**config.mk**
```make
export PLATFORM = sky130hd
export DESIGN_NAME = inv_alu
export DESIGN_NICKNAME = d
export VERILOG_FILES = /design/src/rtl/inv_alu.sv
export SDC_FILE = /design/constraint.sdc
export NUM_CORES = 1
export LEC_CHECK = 0
export ABC_AREA = 0
export BUFFER_PORTS_ARGS = -buffer_cell sky130_fd_sc_hd__buf_2
export CAP_MARGIN = 20
export CORE_AREA = 2 2 39 41
export DETAILED_ROUTE_END_ITERATION = 16
export DIE_AREA = 0 0 41 43
export SLEW_MARGIN = 40
export SYNTH_ARGS = -nofsm -noshare
export SYNTH_HDL_FRONTEND = slang
export SYNTH_SLANG_ARGS = --single-unit
export TNS_END_PERCENT = 30
```
**constraint.sdc**
```tcl
create_clock -name clk -period 2.2 [get_ports clk]
set_input_delay 0.33 -clock clk [delete_from_list [all_inputs] [get_ports clk]]
set_output_delay 0.33 -clock clk [all_outputs]
set_load 0.01 [all_outputs]
```
**src/rtl/inv_alu.sv**
```systemverilog
// MIPS-style ALU slice: combinational result/carry-out plus a registered flag bank.
// Optional XOR on ulaOp 011 is enabled by defining INV_ALU_XOR_EN.
module inv_alu #(
    parameter int WIDTH = 1
) (
    input  logic             clk,
    input  logic             rst,
    input  logic [2:0]       ulaOp,
    input  logic [WIDTH-1:0] a,
    input  logic [WIDTH-1:0] b,
    input  logic             c,
    output logic [WIDTH-1:0] y,
    output logic             cout,
    output logic             zero_q,
    output logic             carry_q,
    output logic             ovf_q,
    output logic             neg_q
);

    typedef enum logic [2:0] {
        OP_AND  = 3'b000,
        OP_OR   = 3'b001,
        OP_ADD  = 3'b010,
        OP_XOR  = 3'b011,
        OP_ANDN = 3'b100,
        OP_ORN  = 3'b101,
        OP_SUB  = 3'b110,
        OP_SLT  = 3'b111
    } op_e;

    op_e              op;
    logic [WIDTH-1:0] b_eff;
    logic             cin;
    logic [WIDTH:0]   sum;
    logic             sum_ovf;
    logic             v;
    logic             zero_d, carry_d, ovf_d, neg_d;

    assign op = op_e'(ulaOp);

    // One shared adder: SUB and SLT feed ~b, with carry-in !c (borrow) or 1.
    always_comb begin
        b_eff = b;
        cin   = c;
        case (op)
            OP_SUB: begin
                b_eff = ~b;
                cin   = ~c;
            end
            OP_SLT: begin
                b_eff = ~b;
                cin   = 1'b1;
            end
            default: ;
        endcase
        sum     = {1'b0, a} + {1'b0, b_eff} + {{WIDTH{1'b0}}, cin};
        sum_ovf = (a[WIDTH-1] == b_eff[WIDTH-1]) && (sum[WIDTH-1] != a[WIDTH-1]);
    end

    always_comb begin
        y    = '0;
        cout = 1'b0;
        v    = 1'b0;
        case (op)
            OP_AND:  y = a & b;
            OP_OR:   y = a | b;
            OP_ADD: begin
                y    = sum[WIDTH-1:0];
                cout = sum[WIDTH];
                v    = sum_ovf;
            end
`ifdef INV_ALU_XOR_EN
            OP_XOR:  y = a ^ b;
`else
            OP_XOR:  y = '0;
`endif
            OP_ANDN: y = a & ~b;
            OP_ORN:  y = a | ~b;
            OP_SUB: begin
                y    = sum[WIDTH-1:0];
                cout = sum[WIDTH];
                v    = sum_ovf;
            end
            // Signed less-than: sign of the difference corrected by its overflow.
            OP_SLT:  y[0] = sum[WIDTH-1] ^ sum_ovf;
            default: y = '0;
        endcase
    end

    assign zero_d  = (y == '0);
    assign carry_d = cout;
    assign ovf_d   = v;
    assign neg_d   = y[WIDTH-1];

    always_ff @(posedge clk or negedge rst) begin
        if (!rst) begin
            zero_q  <= 1'b0;
            carry_q <= 1'b0;
            ovf_q   <= 1'b0;
            neg_q   <= 1'b0;
        end else begin
            zero_q  <= zero_d;
            carry_q <= carry_d;
            ovf_q   <= ovf_d;
            neg_q   <= neg_d;
        end
    end

endmodule

```
### Yosys cells after proc, flatten, opt, wreduce, memory -nomap -nowiden

Cells that the tools add are included.

| operators by class | value |
|---|---|
| bitwise operators | 8 |
| $add $sub $neg | 2 |
| eq/ne operators | 9 |
| mux-type cells | 5 |
| reductions and logical operators | 4 |

Operators with widths:

| kind | number |
|---|---|
| $eq 3x3->1 const B | 4 |
| $pmux 1 s7 | 1 |
| $eq 3x2->1 const B | 2 |
| $reduce_or 2->1 | 2 |
| $eq 3x1->1 const B | 1 |
| $logic_not 3->1 | 1 |
| $mux 1 | 3 |
| $not 1->1 | 3 |
| $add 1x1->2 | 1 |
| $add 2x1->2 | 1 |
| $and 1x1->1 | 2 |
| $or 1x1->1 | 2 |
| $pmux 1 s2 | 1 |
| $eq 1x1->1 | 1 |
| $logic_and 1x1->1 | 1 |
| $ne 1x1->1 | 1 |
| $xor 1x1->1 | 1 |

| word-level totals | value |
|---|---|
| flip-flop bits (word level) | 4 |
| output and inout bits | 6 |

### Logic depth before layout (Yosys ltp)

Gate-level depths: netlist of the first run.

| logic depth | value |
|---|---|
| word-level depth | 10 |
| mapped depth | 7 |

### Worst setup path after synthesis of the first run

No wires, ideal clock.

| timing | value |
|---|---|
| path type | input to output |
| start point | input port ulaOp[1] |
| end point | output port y |
| stages | 6 |
| arrival time | 1699 ps |
| buffers on the path | 1 |
| required time | 1870 ps |
| setup slack | 171 ps |
| cells stage by stage | buf_6 -> and3b_1 -> or2_1 -> fa_1 -> nand2b_1 -> a32oi_1 |

| between the ends | value |
|---|---|
| longest elaborated chain between the ends | 9 |

RTL lines:

| element | RTL line | source |
|---|---|---|
| from (decl) | 8 | `input logic [2:0] ulaOp,` |
| $eq 3x3->1 | 45, 64 |  |
| $reduce_or 2->1 (no line) | - |  |
| $mux 1 | - |  |
| $add 1x1->2 | 56 | `sum = {1'b0, a} + {1'b0, b_eff} + {{WIDTH{1'b0}}, cin};` |
| $add 2x1->2 | 56 |  |
| $ne 1x1->1 | 57 | `sum_ovf = (a[WIDTH-1] == b_eff[WIDTH-1]) && (sum[WIDTH-1] != a[WIDTH-1]);` |
| $logic_and 1x1->1 | 57 |  |
| $xor 1x1->1 | 85 | `OP_SLT: y[0] = sum[WIDTH-1] ^ sum_ovf;` |
| $pmux 1 s7 * | 64 | `case (op)` |
| to (decl) | 12 | `output logic [WIDTH-1:0] y,` |

Mark *: on every way between the ends. The rest lies on a longest branch, timed or not.

### Worst setup path in the final report of the first run

| timing | value |
|---|---|
| start point | input port ulaOp[2] |
| end point | output port y |

The elaborated chain is that of the path after synthesis.

==> flow_summary.ini, run 1 <==
[critical_path]
worst_ep_required_time_ns = 1.87
path_cells = buf_2, and3b_1, or2_1, fa_1, nand2b_1, a32oi_2, buf_2
cp_common_cell = buf_2
startpoint = ulaOp[2]
critPathArrivalTime_ns = 1.83
critPathLaunchType = primary input
crit_path_top_delay_cell = fa_1
crit_fanout = 5
setup.worst_path.class = in -> out
endpoint_kind = primary output
max_stage_delay_ns = 0.51

[final_layout]
stdcell_count = 65
drive_above_1_share_pct = 44.9
antennaDiodeCount = 0
area_growth_pct = 52.4
final_nets = 61
nFillCells = 161
utilization_pct = 31.6

[global_route]
grt-ovfl-total = 0
grt_use_met3_pct = 0
grt_pass1_wl_um = 1080
grt_max_degree = 7
grt_use_met1_pct = 11.8
top_usage_layer = met2
first_global_vias = 287
grt_antenna_before_repair = 0
grt_use_total_pct = 8.81
use_met2_pct = 12.2

[pwr]
ir_drop_mv = 0.107
p_total_uw = 247
clockPowerShare_pct = 35.5
p_seq_share_pct = 33.2
power_density_nw_per_um2 = 565
combPwrFrac_pct = 31.3
p_sw_uw = 66.3
p_int_uw = 181
p_leak_nw = 0.212
swShare_pct = 26.9

[timing]
tightest_slew_ns = 0.285
drv_slew = 0
setup_viol = 0
final_hold_viol_count = 0
finalCritPeriodShare_pct = 98.0
fin_crit_ns = 2.16
max_freq_mhz = 464
rsz0062_at_grt = true
relSlewSlack_pct = 80.8
setup_tns_ns = 0
whs_ns = 0.431

[yosys]
synth_nets = 39
synth_seq_area_share_pct = 34.9
ys.warnings.count = 0
syn_area_um2 = 287
postSynthCellCount = 29
syn_avg_cell_area_um2 = 9.88
ys_types = 20
ys_ff_latch = 4

[placed_design]
gp_congestion = 0.724
numPortBuffers = 13
dp.cells = 61

[clock_tree]
postCtsSetupBuffers = 0
clk_path_buf_depth = 2
clock_sinks = 4
htreeDepth = 1
cts.clk_slew.worst_paths_ns = 0.04
cts_root_buf = clkbuf_4
cts_made_buffers = 3
cts_tree = done

[die]
coreArea_um2 = 1380
num_rows = 14
dieWidth_um = 41
die_y_um = 43
io_pins = 14
start_util_pct = 20.7
die_area_um2 = 1760

[hold_path]
min_path_type = in -> async

[run_status]
status = finished clean

[routing]
wirelength_um = 608
drt_iter0_drc = 3
wl_per_cell_um = 9.35
viasPerCell = 4.38
dr.pass1.iters = 2
postRouteAntennaNets = 0
drc = 0
vias = 285

[flow_run]
max_cap_violations = 0
flip-flops by register name, summed over array words and instances, names as in the netlist:
name	count
carry_q	1
neg_q	1
ovf_q	1
zero_q	1
worst paths after layout:
path	depth (start not counted)	to	slack, ns
setup / recovery	7	y	0.04
hold / removal	2	zero_q	0.43
max in group asynchronous	2	ovf_q	1.65
min in group clk	3	ovf_q	0.46
cell usage after synthesis:
cell type / instances / area [um2]
a32o_1: 1 / 10.0
fa_1: 1 / 20.0
nor2_1: 2 / 7.51
a31oi_1: 1 / 6.26
and2_1: 1 / 6.26
nor2b_1: 2 / 12.5
or4b_1: 1 / 10.0
xor2_1: 1 / 8.76
and3b_1: 1 / 8.76
buf_6: 1 / 11.3
a21boi_1: 1 / 7.51
ha_1: 1 / 12.5
inv_1: 1 / 3.75
o2111ai_1: 1 / 8.76
dfrtp_1: 4 / 100
a32oi_1: 1 / 8.76
nand2b_1: 2 / 12.5
o21ai_0: 2 / 10.0
a21oi_1: 3 / 15.0
or2_1: 1 / 6.26
critical path: cells and delay by family:
family / cells / cell delay, ns
and+or+nand+nor: 3 / 0.50
AOI/OAI and AO/OA: 1 / 0.19
buffers and inverters: 2 / 0.29
adders and majority gates: 1 / 0.51
placed cells by master (no fill, tap or decap):
| master | count |
|---|---|
| or4b_1 | 1 |
| buf_4 | 4 |
| inv_1 | 1 |
| nor2b_1 | 2 |
| nor2_1 | 2 |
| dlygate4sd3_1 | 1 |
| a32oi_2 | 1 |
| dfrtp_1 | 4 |
| fa_1 | 1 |
| o21ai_0 | 2 |
| a21boi_1 | 1 |
| xor2_1 | 1 |
| and3b_1 | 1 |
| a32o_1 | 1 |
| ha_1 | 1 |
| a21oi_1 | 3 |
| buf_2 | 13 |
| or2_1 | 1 |
| a31oi_2 | 1 |
| clkbuf_4 | 3 |
| and2_1 | 1 |
| o2111ai_1 | 1 |
| nand2b_1 | 2 |
cells by family after synthesis:
family | count (synthesis) | synth area share (%)
compound gates | 10 | 23.1
fa+ha+maj | 2 | 11.4
simple gates | 10 | 22.3
flops | 4 | 34.9
xor+xnor | 1 | 3.06
buf+inv | 2 | 5.24
what timing repair did:
item                                    4_1_cts  5_1_grt
hold buffers                                  1        0
resized for setup                             2        0
hold endpoints to repair                      4        0
gates cloned                                  0        0
endpoints found under the setup margin        1        1
pin swaps                                     1        0
stage by stage:
stage	setup slack [ns]	cell area, um2
2_1_floorplan	0.171	287
3_3_place_gp	0.0188	390
3_5_place_dp	-0.0192	390
4_1_cts	0.0269	437
5_1_grt	-0.0641	437
6_report	0.0446	437
per-layer routing:
layer	share of wire (%)	wire length, um	vias up
li1	-	-	145
met1	49	299	126
met2	41	252	14
met4	0	0	0
met3	9.4	57	0
met5	0	0	-
cell type report:
| type | instances | area, um2 | share of cell area [%] |
|---|---|---|---|
| inverter | 1 | 3.75 | 0.860 |
| multi-input combinational | 23 | 185 | 42.4 |
| sequential | 4 | 100 | 22.9 |
| tap | 16 | 20.0 | 4.58 |
| clock buffer | 3 | 22.5 | 5.16 |
| timing repair buffer | 18 | 105 | 24.1 |
power groups by stage:
stage               logic (mW)  registers [mW]  clock network [mW]
global placement        0.0717          0.0829                   0
detailed placement      0.0732          0.0828                   0
finish                  0.0773          0.0820              0.0875
global route            0.0893          0.0833              0.0986
floorplan               0.0349          0.0871                   0
CTS                     0.0786          0.0820              0.0921
No activity file was read; power rests on OpenSTA's default activity.
==> inputs of run 2 (changes only) <==
Settings changed: CELL_PAD_IN_SITES_DETAIL_PLACEMENT set to 1, CELL_PAD_IN_SITES_GLOBAL_PLACEMENT set to 2, CORE_AREA 2 2 39 41 to unset, CORE_MARGIN set to 2, CORE_UTILIZATION set to 22, DIE_AREA 0 0 41 43 to unset, PLACE_DENSITY_LB_ADDON set to 0.1.
==> run 2 against run 1 <==
Compared with the run above:
- cell count stayed put
- non-clock buffer count up 1
- worst hold slack got worse by 0.044 ns
- via count is 6.7% higher
- die area down 8.8%
- routed wire length grew 30%
- first-iteration DRC count fell by 67%
- power increased by 3.3%
- critical path depth unchanged
- maximum frequency up 0.37%
- setup slack improved by 0.0080 ns
- largest cell class unchanged
==> flow_summary.ini, run 2 (synthesis results as in run 1) <==
[hold_path]
min_path_type = in -> reg
min_path_cells = 3
hp-start = ulaOp[1]

[routing]
wirelength_um = 789
drt_iter0_drc = 1
wl_per_cell_um = 12.1
viasPerCell = 4.68
drc = 0
dr.pass1.iters = 2
vias = 304
postRouteAntennaNets = 0

[clock_tree]
htreeDepth = 1
cts_made_buffers = 3
clock_sinks = 4
postCtsSetupBuffers = 0
cts_root_buf = clkbuf_4
cts.clk_slew.worst_paths_ns = 0.03
clk_path_buf_depth = 2
cts_tree = done

[timing]
rsz0062_at_grt = true
tightest_slew_ns = 0.289
final_hold_viol_count = 0
finalCritPeriodShare_pct = 97.6
setup_viol = 0
fin_crit_ns = 2.15
drv_slew = 0
max_freq_mhz = 466
finalWorstSetupSlack_ns = 0.0526
setup_tns_ns = 0
relSlewSlack_pct = 80.5

[die]
coreArea_um2 = 1250
start_util_pct = 22.9
io_pins = 14
die_y_um = 40.1
num_rows = 13
die_area_um2 = 1610
dieWidth_um = 40.1

[critical_path]
path_cells = buf_6, and3b_1, or2_1, fa_1, nand2b_1, a32oi_2, buf_2
worst_ep_required_time_ns = 1.87
startpoint = ulaOp[2]
max_stage_delay_ns = 0.53
path_depth = 7
crit_family = adder cells
critPathLaunchType = primary input
crit_buf_inv = 2
setup.worst_path.class = in -> out
crit_fanout = 5
endpoint_kind = primary output
critPathArrivalTime_ns = 1.82
crit_path_top_delay_cell = fa_1

[final_layout]
final_nets = 62
nFillCells = 146
final_common_cell = buf_2
area_growth_pct = 61.1
drive_above_1_share_pct = 48.0
antennaDiodeCount = 0
final_cell_mix = buf_2, buf_4, dfrtp_1

[run_status]
status = finished clean

[placed_design]
dp.final_hpwl_um = 612
pre_cts_slack_ns = -0.0384
numPortBuffers = 13
gp_congestion = 0.680

[pwr]
p_leak_nw = 0.222
power_density_nw_per_um2 = 552
ir_drop_mv = 0.185

[global_route]
grt_max_degree = 7
first_global_vias = 309
grt_pass1_wl_um = 1200
grt_antenna_before_repair = 0
grt-ovfl-total = 0
grt_use_total_pct = 11.8

[flow_run]
max_cap_violations = 0
-- run 2: area by class of cell --
type                            count  area, um2  share of cell area, %
Clock buffer                        3       22.5                   4.88
Inverter                            1       3.75                  0.813
Multi-Input combinational cell     23        191                   41.5
Sequential cell                     4        100                   21.7
Tap cell                           15       18.8                   4.07
Timing Repair Buffer               19        125                   27.1
-- run 2: per-stage QoR --
stage / instance area (um2) / hold slack [ns] / utilization (%) / power, mW / std cells
after global routing: 462 / 0.416 / 36.9 / 0.277 / 65
after global placement: 397 / 0.132 / 31.7 / 0.153 / 61
after detailed placement: 397 / 0.135 / 31.7 / 0.155 / 61
after CTS: 448 / 0.375 / 35.8 / 0.258 / 65
final: 462 / 0.387 / 36.9 / 0.255 / 65
after floorplan: 287 / 0.0344 / - / 0.122 / 29
-- run 2: routing by layer --
metal	routed length (um)	part of all wire, %	global-route usage (%)
met4	21	2.7	12.9
met3	45	5.7	0
met1	316	40	13.1
met5	0	0	0
met2	404	51	19.4
-- run 2: worst paths after layout --
path | slack [ns] | to
min | 0.39 | carry_q
max | 0.05 | y
max in group asynchronous | 1.66 | carry_q
min in group asynchronous | 0.42 | zero_q
-- run 2: repair_timing --
| item | CTS | global route |
|---|---|---|
| pin swaps | 1 | 0 |
| gates resized for setup | 5 | 2 |
| hold buffers | 1 | 0 |
| endpoints found under the hold margin | 4 | 0 |
| endpoints found under the setup margin | 1 | 1 |
-- run 2: power breakdown --
group	switching (mW)	leakage, nW	internal, mW
combinational	0.0411	0.158	0.0398
sequential	0.00123	0.0505	0.0806
clock	0.0312	0.0138	0.0611
